### src/rtl/banco_pulsos_pkg.sv
// Shared constants and types for the banco_pulsos button/switch front end.
// Mode codes, button indices and the per-button FSM state encoding.
package banco_pulsos_pkg;

  localparam logic [1:0] MODO_NORMAL = 2'd0;
  localparam logic [1:0] MODO_HORA   = 2'd1;
  localparam logic [1:0] MODO_FECHA  = 2'd2;
  localparam logic [1:0] MODO_TIMER  = 2'd3;

  localparam int BTN_UP     = 0;
  localparam int BTN_DOWN   = 1;
  localparam int BTN_LEFT   = 2;
  localparam int BTN_RIGHT  = 3;
  localparam int BTN_CENTER = 4;
  localparam int NUM_BTN    = 5;

  typedef enum logic [1:0] {
    ST_IDLE,
    ST_HOLD,
    ST_DELAY,
    ST_REPEAT
  } btn_st_e;

  // Lowest switch index wins when several are set.
  function automatic logic [1:0] decode_modo(input logic [2:0] sw);
    logic [1:0] m;
    m = MODO_NORMAL;
    if (sw[0])      m = MODO_HORA;
    else if (sw[1]) m = MODO_FECHA;
    else if (sw[2]) m = MODO_TIMER;
    return m;
  endfunction

endpackage

### src/rtl/banco_pulsos_btn_repeat_fsm.sv
// One button: press pulse on the first sampled high level, then
// optional hold-to-repeat pulses after an initial delay.
module btn_repeat_fsm
  import banco_pulsos_pkg::*;
#(
  parameter bit REPEAT_EN    = 1'b1,
  parameter int REPEAT_DELAY = 50_000_000,
  parameter int REPEAT_RATE  = 10_000_000,
  parameter int CNT_W        = 26
) (
  input  logic clk,
  input  logic rst_n,
  input  logic db_i,
  input  logic suppress_i,
  output logic pulse_o
);

  localparam logic [CNT_W-1:0] DLY_LAST = CNT_W'(REPEAT_DELAY - 1);
  localparam logic [CNT_W-1:0] RATE_LAST = CNT_W'(REPEAT_RATE - 1);
  localparam logic [CNT_W-1:0] CNT_ONE = CNT_W'(1);

  btn_st_e          state_q, state_d;
  logic [CNT_W-1:0] cnt_q, cnt_d;
  logic             pulse_q, pulse_d;
  logic             fire;

  always_comb begin
    state_d = state_q;
    cnt_d   = cnt_q;
    fire    = 1'b0;
    unique case (state_q)
      ST_IDLE: begin
        if (db_i) begin
          fire    = 1'b1;
          cnt_d   = '0;
          state_d = REPEAT_EN ? ST_DELAY : ST_HOLD;
        end
      end
      ST_HOLD: begin
        if (!db_i) state_d = ST_IDLE;
      end
      ST_DELAY: begin
        if (!db_i) begin
          state_d = ST_IDLE;
          cnt_d   = '0;
        end else if (cnt_q == DLY_LAST) begin
          fire    = 1'b1;
          cnt_d   = '0;
          state_d = ST_REPEAT;
        end else begin
          cnt_d = cnt_q + CNT_ONE;
        end
      end
      ST_REPEAT: begin
        if (!db_i) begin
          state_d = ST_IDLE;
          cnt_d   = '0;
        end else if (cnt_q == RATE_LAST) begin
          fire  = 1'b1;
          cnt_d = '0;
        end else begin
          cnt_d = cnt_q + CNT_ONE;
        end
      end
      default: begin
        state_d = ST_IDLE;
        cnt_d   = '0;
      end
    endcase
    // Suppression only gates the strobe; timing keeps running.
    pulse_d = fire & ~suppress_i;
  end

  always_ff @(posedge clk or negedge rst_n) begin
    if (!rst_n) begin
      state_q <= ST_IDLE;
      cnt_q   <= '0;
      pulse_q <= 1'b0;
    end else begin
      state_q <= state_d;
      cnt_q   <= cnt_d;
      pulse_q <= pulse_d;
    end
  end

  assign pulse_o = pulse_q;

endmodule

### src/rtl/banco_pulsos.sv
// Turns debounced buttons/switches into command strobes, a mode code
// and a 12/24 h format flag for the clock/date/timer FSMs.
module banco_pulsos
  import banco_pulsos_pkg::*;
#(
  parameter int         REPEAT_DELAY = 50_000_000,
  parameter int         REPEAT_RATE  = 10_000_000,
  parameter logic [4:0] REPEAT_MASK  = 5'b00011,
  parameter int         CNT_W        = 26
) (
  input  logic       clk,
  input  logic       reset,
  input  logic [3:0] sw_db,
  input  logic [4:0] btn_db,
  output logic [4:0] btn_pulse,
  output logic [1:0] modo,
  output logic       modo_cambio,
  output logic       formato
);

  logic       conflict;
  logic [1:0] modo_q, modo_d;
  logic       modo_cambio_q, modo_cambio_d;
  logic       formato_q, formato_d;
  logic       primed_q, primed_d;

  assign conflict = btn_db[BTN_UP] & btn_db[BTN_DOWN];

  for (genvar i = 0; i < NUM_BTN; i++) begin : g_btn
    btn_repeat_fsm #(
      .REPEAT_EN   (REPEAT_MASK[i]),
      .REPEAT_DELAY(REPEAT_DELAY),
      .REPEAT_RATE (REPEAT_RATE),
      .CNT_W       (CNT_W)
    ) u_fsm (
      .clk       (clk),
      .rst_n     (reset),
      .db_i      (btn_db[i]),
      .suppress_i((i <= BTN_DOWN) ? conflict : 1'b0),
      .pulse_o   (btn_pulse[i])
    );
  end

  // No strobe on the first edge: power-up switch positions are not a change.
  always_comb begin
    modo_d        = decode_modo(sw_db[2:0]);
    modo_cambio_d = primed_q && (modo_d != modo_q);
    formato_d     = sw_db[3];
    primed_d      = 1'b1;
  end

  always_ff @(posedge clk or negedge reset) begin
    if (!reset) begin
      modo_q        <= MODO_NORMAL;
      modo_cambio_q <= 1'b0;
      formato_q     <= 1'b0;
      primed_q      <= 1'b0;
    end else begin
      modo_q        <= modo_d;
      modo_cambio_q <= modo_cambio_d;
      formato_q     <= formato_d;
      primed_q      <= primed_d;
    end
  end

  assign modo        = modo_q;
  assign modo_cambio = modo_cambio_q;
  assign formato     = formato_q;

endmodule

### config.mk
export PLATFORM = sky130hd
export DESIGN_NAME = banco_pulsos
export DESIGN_NICKNAME = d
export VERILOG_FILES = /design/src/rtl/banco_pulsos_pkg.sv /design/src/rtl/banco_pulsos_btn_repeat_fsm.sv /design/src/rtl/banco_pulsos.sv
export SDC_FILE = /design/constraint.sdc
export NUM_CORES = 1
export LEC_CHECK = 0
export CORE_UTILIZATION = 68
export DETAILED_ROUTE_END_ITERATION = 12
export PLACE_DENSITY = 0.95
export SYNTH_ARGS = -nofsm -noshare
export SYNTH_HDL_FRONTEND = slang
export SYNTH_HIERARCHICAL = 1
export SYNTH_SLANG_ARGS = --single-unit
### constraint.sdc
create_clock -name clk -period 4.15 [get_ports clk]
set_input_delay 0.6225 -clock clk [delete_from_list [all_inputs] [get_ports clk]]
set_output_delay 0.6225 -clock clk [all_outputs]
set_load 0.01 [all_outputs]
==> flow_metrics.env, run 1 <==
export IMPL_status="finished, final reports clean"
export IMPL_start_util=0.7085
export IMPL_comb_power_share=0.038
export IMPL_violation_count_after_the_first_detailed_routing_iteration=1439
export IMPL_portBuffers=19
export IMPL_synth_largest_type_area_fraction=0.4148
export IMPL_timing_hold_ws_ns=0.1912
export IMPL_floorplan_io_pins=20
export IMPL_die_width_um=117.4
export IMPL_ys_warnings_count=6
export IMPL_cap_violations=0
export IMPL_finalWorstSetupSlack_ns=1.218
export IMPL_critical_path_buf_inv_count=0
export IMPL_setup_tns_final_ns=0
export IMPL_routed_via_count_divided_by_cell_count=7.409
export IMPL_routed_wirelength_mm=23.28
export IMPL_report_final_hold_viol_count=0
export IMPL_gp_congestion=0.9465
export IMPL_synth_edff_count=0
export IMPL_tcrit_tclk_final=0.7064
export IMPL_cp_data_arrival_time_ns=3.20
export IMPL_die_area_um2=13770
export IMPL_synth_top_cells_by_area="sky130_fd_sc_hd__dfrtp_1 41%, sky130_fd_sc_hd__nand2_1 6.0%, sky130_fd_sc_hd__nand4_1 5.9%, sky130_fd_sc_hd__nand3_1 5.0%, sky130_fd_sc_hd__o311ai_0 3.9%"
export IMPL_rsz_0062_raised_after_global_routing="false"
export IMPL_vdd_drop_max_v=0.0003301
export IMPL_max_slew_margin_rel=0.2057
export IMPL_drc=0
export IMPL_maximum_number_of_pins_on_one_net_before_global_route_repair=80
export IMPL_remaining_overflow_grt=0
export IMPL_cts_tree="built"
export IMPL_cts_root_to_sink_buffers=2
export IMPL_pwr_density_cell_nw_per_um2=352.4
export IMPL_power_leakage_uw=0.003861
export IMPL_power_switching_uw=726.4
export IMPL_floorplan_die_height_um=117.4
export IMPL_first_pass_grt_wire_length_mm=39.37
export IMPL_fillerInstances=816
export IMPL_min_delay_path_class="in2async"
export IMPL_synth_avg_cell_area_um2=9.059
export IMPL_dpl_cell_area_um2=9234
export IMPL_max_freq_mhz=341.1
export IMPL_worst_clock_skew_ns=0.009528
export IMPL_firstDrtPassIters=10
export IMPL_synth_commonest_cells="150 x sky130_fd_sc_hd__dfrtp_1, 144 x sky130_fd_sc_hd__nand2_1, 91 x sky130_fd_sc_hd__nand3_1"
export IMPL_clk_transition_reported_paths_ns=0.07
export IMPL_cp_max_fo=22
export IMPL_number_of_cts_inserted_buffers=17
export IMPL_sw_frac_of_total=0.2071
export IMPL_h_tree_depth=4
export IMPL_vias=8691
export IMPL_via_count_of_the_first_global_routing_pass=7988
export IMPL_yosys_area_top_type="sky130_fd_sc_hd__dfrtp_1"
export IMPL_synth_async_reset_ratio=1.000
export IMPL_post_dp_hpwl_mm=14.11
export IMPL_crit_path_max_incr_delay_ns=0.72
export IMPL_highest_delay_cell_along_the_critical_path="sky130_fd_sc_hd__o21ai_2"
export IMPL_timing_critical_path_from_type="flop"
export IMPL_setup_worst_path_class="reg2reg"
export IMPL_final_core_util=0.7791
export IMPL_hold_bufs_inserted_after_cts=0
export IMPL_p_seq_frac=0.424
export IMPL_finalWorstPathRequiredPeriod_ns=2.932
export IMPL_post_synth_cell_types=75
export IMPL_area_of_the_core_um2=12770
export IMPL_cp_end_kind="flop"
export IMPL_clockRootBuffer="sky130_fd_sc_hd__clkbuf_16"
export IMPL_drive_gt1_frac=0.08092
export IMPL_synth_most_common_cell="sky130_fd_sc_hd__dfrtp_1"
export IMPL_worstPathCellList="or4bb_1, nor4_2, o21ai_2, nand2_1, o311ai_0"
export IMPL_p_clk_frac=0.538
export IMPL_global_route_usage_total=0.3480
export IMPL_antennaDiodeCount=0
export IMPL_wire_per_inst_um=19.85
export IMPL_worst_slew_pin_transition_ns=1.192
export IMPL_grt_antenna_before_repair=0
export IMPL_report_final_slew_viol_count=0
export IMPL_syn_area_um2=9050
export IMPL_timing_critical_path_max_delay_family="compound AO/OA/AOI/OAI gates"
export IMPL_intPower_uw=2780
export IMPL_seq_area_frac_synth=0.4148
export IMPL_fp_row_count=41
export IMPL_layout_cell_area_non_filler_um2=9952
export IMPL_dp_slack_ns=1.314
export IMPL_synth_cells=999
export IMPL_ys_dominant_reg_cell="sky130_fd_sc_hd__dfrtp_1"
export IMPL_crit_required_ns=4.42
export IMPL_cts_repair_resized=0
export IMPL_final_nets=1004
export IMPL_setup_failing_eps_final=0
export IMPL_area_overhead_vs_synth_pct=9.968
export IMPL_tritoncts_num_sinks=150
export IMPL_yosys_register_bits=150
export IMPL_clock_insertion_delay_worst_skew_ns=0.44
export IMPL_post_cts_setup_buffer_count=0
export IMPL_post_drt_antenna_nets=0
worst paths after layout:
path | from | endpoint | slack [ns] | cells past startpoint
setup / recovery | g_btn[1].u_fsm/cnt_q[9]$_DFFE_PN0P_ | g_btn[1].u_fsm/cnt_q[8]$_DFFE_PN0P_ | 1.22 | 5
hold / removal | reset | g_btn[2].u_fsm/cnt_q[21]$_DFFE_PN0P_ | 0.19 | 1
setup reg to reg | g_btn[1].u_fsm/cnt_q[9]$_DFFE_PN0P_ | g_btn[1].u_fsm/cnt_q[8]$_DFFE_PN0P_ | 1.22 | 5
hold reg to reg | g_btn[3].u_fsm/cnt_q[15]$_DFFE_PN0P_ | g_btn[3].u_fsm/cnt_q[15]$_DFFE_PN0P_ | 0.52 | 1
max in group asynchronous | reset | g_btn[1].u_fsm/cnt_q[20]$_DFFE_PN0P_ | 3.11 | 2
min in group clk | g_btn[3].u_fsm/cnt_q[15]$_DFFE_PN0P_ | g_btn[3].u_fsm/cnt_q[15]$_DFFE_PN0P_ | 0.52 | 1
registers in the layout (all words and copies together), names as in the netlist:
signal               count
formato                  1
g_btn.u_fsm/cnt_q      130
g_btn.u_fsm/pulse_o      5
g_btn.u_fsm/state_q     10
modo                     2
modo_cambio              1
primed_q                 1
worst register-to-register path: stages, from the launching register on:
cell and delay [ns]:
sky130_fd_sc_hd__dfrtp_1 0.49, sky130_fd_sc_hd__or4bb_1 0.21, sky130_fd_sc_hd__nor4_2 0.06, sky130_fd_sc_hd__o21ai_2 0.72
sky130_fd_sc_hd__nand2_1 0.58, sky130_fd_sc_hd__o311ai_0 0.70
cell type report:
| class | count | area (um2) | area share |
|---|---|---|---|
| multi-input cells | 762 | 4892 | 0.4916 |
| flip-flops and latches | 150 | 3754 | 0.3772 |
| clock buffers | 19 | 442.9 | 0.04451 |
| clock inverters | 13 | 275.3 | 0.02766 |
| repair buffers | 26 | 256.5 | 0.02577 |
| well taps | 172 | 215.2 | 0.02162 |
| inverters | 31 | 116.4 | 0.01169 |
power groups by stage:
stage	combinational, uW	sequential [uW]	clock, uW
6_report	134	1490	1890
5_1_grt	148	1490	1970
4_1_cts	134	1490	1900
3_5_place_dp	133	1510	0
3_3_place_gp	129	1510	0
2_1_floorplan	64.8	1510	0
cells in the final DEF, fill, tap and decap left out, types with 6 or more instances in the layout:
| master | count |
|---|---|
| sky130_fd_sc_hd__o211ai_1 | 8 |
| sky130_fd_sc_hd__nor2_1 | 37 |
| sky130_fd_sc_hd__nor4_1 | 11 |
| sky130_fd_sc_hd__nor3_1 | 22 |
| sky130_fd_sc_hd__o21ai_0 | 24 |
| sky130_fd_sc_hd__o2111ai_1 | 9 |
| sky130_fd_sc_hd__and2_1 | 12 |
| sky130_fd_sc_hd__nand4_1 | 86 |
| sky130_fd_sc_hd__nand2_1 | 144 |
| sky130_fd_sc_hd__and4_1 | 11 |
| sky130_fd_sc_hd__bufinv_16 | 8 |
| sky130_fd_sc_hd__o311ai_0 | 40 |
| sky130_fd_sc_hd__or4bb_1 | 7 |
| sky130_fd_sc_hd__nand3_1 | 91 |
| sky130_fd_sc_hd__nand4b_1 | 9 |
| sky130_fd_sc_hd__a31oi_1 | 27 |
| sky130_fd_sc_hd__or4_1 | 6 |
| sky130_fd_sc_hd__a21oi_1 | 17 |
| sky130_fd_sc_hd__clkdlybuf4s50_1 | 18 |
| sky130_fd_sc_hd__o31a_1 | 6 |
| sky130_fd_sc_hd__a22o_1 | 15 |
| sky130_fd_sc_hd__or4b_1 | 6 |
| sky130_fd_sc_hd__o21ai_1 | 6 |
| sky130_fd_sc_hd__buf_4 | 6 |
| sky130_fd_sc_hd__a41oi_1 | 7 |
| sky130_fd_sc_hd__dfrtp_1 | 150 |
| sky130_fd_sc_hd__and3_1 | 23 |
| sky130_fd_sc_hd__clkbuf_16 | 17 |
| sky130_fd_sc_hd__a31o_2 | 6 |
| sky130_fd_sc_hd__a31o_1 | 8 |
| sky130_fd_sc_hd__or3_1 | 18 |
| sky130_fd_sc_hd__mux2i_1 | 6 |
| sky130_fd_sc_hd__inv_1 | 28 |
metal layers:
metal / part of all wire / track usage / up-vias
met4: 0.030 / 0.1404 / 0
li1: - / - / 3898
met3: 0.091 / 0.07296 / 98
met5: 0 / 0 / -
met2: 0.46 / 0.5237 / 548
met1: 0.42 / 0.4917 / 4147
per-stage QoR:
stage	cells	power, uW
3_5_place_dp	1141	1645
2_1_floorplan	1001	1575
5_1_grt	1173	3604
6_report	1173	3507
4_1_cts	1173	3520
3_3_place_gp	1141	1641
cells by family after synthesis:
logic type / count (synthesis) / share of synthesized area
adder cells (fa/ha/maj): 5 / 0.006913
other: 2 / 0.0008298
AO/OA/AOI/OAI: 215 / 0.1814
AND/OR/NAND/NOR: 530 / 0.3408
multiplexers: 6 / 0.006637
buffers and inverters: 89 / 0.04673
XOR/XNOR: 2 / 0.001936
flip-flops: 150 / 0.4148
No activity file was read; power rests on OpenSTA's default activity.
==> run 2, diff against run 1 <==
Settings changed: CORE_UTILIZATION 68 to 57, PLACE_DENSITY 0.95 to 0.86.
Clock period 4.15 ns to 2.5 ns, I/O delays scaled along.
==> run 2 against run 1 <==
Wire length fell by 5.5%. Clock-buffer cell count stayed put. Via count shrank 1.9%. Sequential cell count is the same. Combinational power rose by 81%. Worst hold slack improved by 0.19 ns. Critical path depth up 1. Critical endpoint unchanged.
==> flow_metrics.env, run 2 (same netlist as run 1, synthesis figures left out) <==
export IMPL_dpl_cell_area_um2=9513
export IMPL_die_area_um2=16390
export IMPL_cp_end_kind="flop"
export IMPL_cap_violations=0
export IMPL_timing_reg2reg_setup_slack_ns=0.23
export IMPL_setup_failing_eps_final=0
export IMPL_post_drt_antenna_nets=0
export IMPL_comb_power_share=0.047
export IMPL_timing_critical_path_max_delay_family="simple AND/OR/NAND/NOR gates"
export IMPL_worstPathCellList="or4bb_1, nor4_2, o21ai_4, nand2_1, buf_4, o311ai_0"
export IMPL_layout_area_seq_um2=3754
export IMPL_gp_congestion=0.9794
export IMPL_portBuffers=19
export IMPL_global_route_usage_total=0.2837
export IMPL_cts_root_to_sink_buffers=2
export IMPL_wire_per_inst_um=17.71
export IMPL_post_dp_hpwl_mm=14.47
export IMPL_clockRootBuffer="sky130_fd_sc_hd__clkbuf_16"
export IMPL_die_width_um=128.0
export IMPL_dpl_cell_count=1209
export IMPL_finalWorstPathRequiredPeriod_ns=2.269
export IMPL_routed_wirelength_mm=21.99
export IMPL_critical_path_buf_inv_count=1
export IMPL_area_overhead_vs_synth_pct=11.68
export IMPL_setup_tns_final_ns=0
export IMPL_cp_max_fo=22
export IMPL_pwr_density_cell_nw_per_um2=513.8
export IMPL_min_delay_path_class="in2reg"
export IMPL_cp_data_arrival_time_ns=2.54
export IMPL_layout_cell_area_non_filler_um2=10110
export IMPL_number_of_cts_inserted_buffers=17
export IMPL_crit_required_ns=2.78
export IMPL_worst_clock_skew_ns=0.01280
export IMPL_drc=0
export IMPL_sw_frac_of_total=0.2364
export IMPL_multi_input_area_um2=4900
export IMPL_worst_slew_pin_transition_ns=0.5860
export IMPL_start_util=0.5888
export IMPL_timing_hold_ws_ns=0.3809
export IMPL_worst_min_delay_path_startpoint="sw_db[3]"
export IMPL_flip_flop_count_of_the_largest_register_all_copies_and_words_added=130
export IMPL_first_pass_grt_wire_length_mm=37.79
export IMPL_fillerInstances=1197
export IMPL_p_total_uw=5193
export IMPL_cts_tree="built"
export IMPL_rsz_0062_raised_after_global_routing="false"
export IMPL_max_freq_mhz=440.8
export IMPL_report_final_hold_viol_count=0
export IMPL_floorplan_die_height_um=128.0
export IMPL_drive_gt1_frac=0.1077
export IMPL_post_cts_setup_buffer_count=0
export IMPL_status="finished, final reports clean"
export IMPL_max_slew_margin_rel=0.6079
export IMPL_power_leakage_uw=0.003945
export IMPL_vias=8525
export IMPL_tcrit_tclk_final=0.9074
export IMPL_fp_row_count=45
export IMPL_violation_count_after_the_first_detailed_routing_iteration=901
export IMPL_crit_path_max_incr_delay_ns=0.57
export IMPL_layout_commonest_cell="sky130_fd_sc_hd__dfrtp_1"
export IMPL_vdd_drop_max_v=0.0005435
export IMPL_p_clk_frac=0.479
export IMPL_intPower_uw=3965
export IMPL_grt_antenna_before_repair=0
export IMPL_registers_top_by_ff_count="g_btn.u_fsm/cnt_q"
export IMPL_via_count_of_the_first_global_routing_pass=7985
export IMPL_layout_cells_most_common_list="150 x sky130_fd_sc_hd__dfrtp_1, 144 x sky130_fd_sc_hd__nand2_1, 91 x sky130_fd_sc_hd__nand3_1"
export IMPL_maximum_number_of_pins_on_one_net_before_global_route_repair=50
export IMPL_p_seq_frac=0.474
export IMPL_firstDrtPassIters=8
export IMPL_timing_critical_path_from="g_btn[1].u_fsm/cnt_q[9]$_DFFE_PN0P_"
export IMPL_antennaDiodeCount=0
export IMPL_final_nets=1034
export IMPL_setup_worst_path_class="reg2reg"
export IMPL_floorplan_io_pins=20
export IMPL_remaining_overflow_grt=0
export IMPL_timing_critical_path_from_type="flop"
export IMPL_routed_via_count_divided_by_cell_count=6.864
export IMPL_h_tree_depth=4
export IMPL_clk_transition_reported_paths_ns=0.06
export IMPL_power_switching_uw=1228
export IMPL_clock_insertion_delay_worst_skew_ns=0.43
export IMPL_area_of_the_core_um2=15370
export IMPL_report_final_slew_viol_count=0
export IMPL_highest_delay_cell_along_the_critical_path="sky130_fd_sc_hd__or4bb_1"
export IMPL_reg2reg_from="g_btn[1].u_fsm/cnt_q[9]$_DFFE_PN0P_"
export IMPL_tritoncts_num_sinks=150
export IMPL_final_cells=1242
run 2: cell types whose count changed in the layout (fill, tap and decap cells not counted), moves of 2 or more:
cell | before | now
sky130_fd_sc_hd__bufinv_16 | 8 | 1
sky130_fd_sc_hd__clkinv_4 | 2 | 4
sky130_fd_sc_hd__buf_4 | 6 | 34
sky130_fd_sc_hd__inv_6 | 0 | 2
run 2: final timing paths:
kind / endpoint / depth (start not counted)
setup reg to reg: g_btn[1].u_fsm/cnt_q[8]$_DFFE_PN0P_ / 6
hold reg to reg: modo_cambio$_DFF_PN0_ / 2
max in group asynchronous: g_btn[2].u_fsm/cnt_q[20]$_DFFE_PN0P_ / 3
hold / removal: formato$_DFF_PN0_ / 1
min in group asynchronous: g_btn[2].u_fsm/pulse_o$_DFF_PN0_ / 2
setup / recovery: g_btn[1].u_fsm/cnt_q[8]$_DFFE_PN0P_ / 6
run 2: final cells by class:
class,instances,area share
Multi-Input combinational cell,762,0.4848
Sequential cell,150,0.3714
Timing Repair Buffer,56,0.04915
Clock buffer,19,0.04481
Tap cell,211,0.02612
Clock inverter,13,0.01226
Inverter,31,0.01151
run 2: layer usage:
metal | wire, um | track usage | part of all wire
met5 | 0 | 0 | 0
met4 | 459 | 0.1121 | 0.021
met3 | 1356 | 0.06052 | 0.062
met2 | 10700 | 0.4591 | 0.49
met1 | 9478 | 0.3726 | 0.43
run 2: power by group through the flow:
stage	clock network, uW	registers [uW]	logic (uW)
6_report	2490	2460	243
5_1_grt	2640	2460	269
4_1_cts	2530	2460	245
3_5_place_dp	0	2510	243
3_3_place_gp	0	2510	239
2_1_floorplan	0	2510	108
run 2: worst register-to-register path: cells and delay by family, from the launching register on:
| family | cells | cell delay (ns) |
|---|---|---|
| AND/OR/NAND/NOR | 3 | 1.04 |
| flip-flops | 1 | 0.46 |
| AO/OA/AOI/OAI | 2 | 0.41 |
| buffers and inverters | 1 | 0.21 |
run 2: through the flow:
| stage | worst slack [ns] | utilization |
|---|---|---|
| after global routing | 0.04639 | 0.6576 |
| final | 0.2314 | 0.6576 |
| after floorplan | 0.5453 | - |
| after detailed placement | 0.1886 | 0.6189 |
| after global placement | 0.2944 | 0.6189 |
| after CTS | 0.1787 | 0.6571 |
run 2: timing repair:
item	in CTS	in global routing
hold buffers	1	0
endpoints found under the hold margin	46	0
endpoints found under the setup margin	0	2
resized for setup	0	1
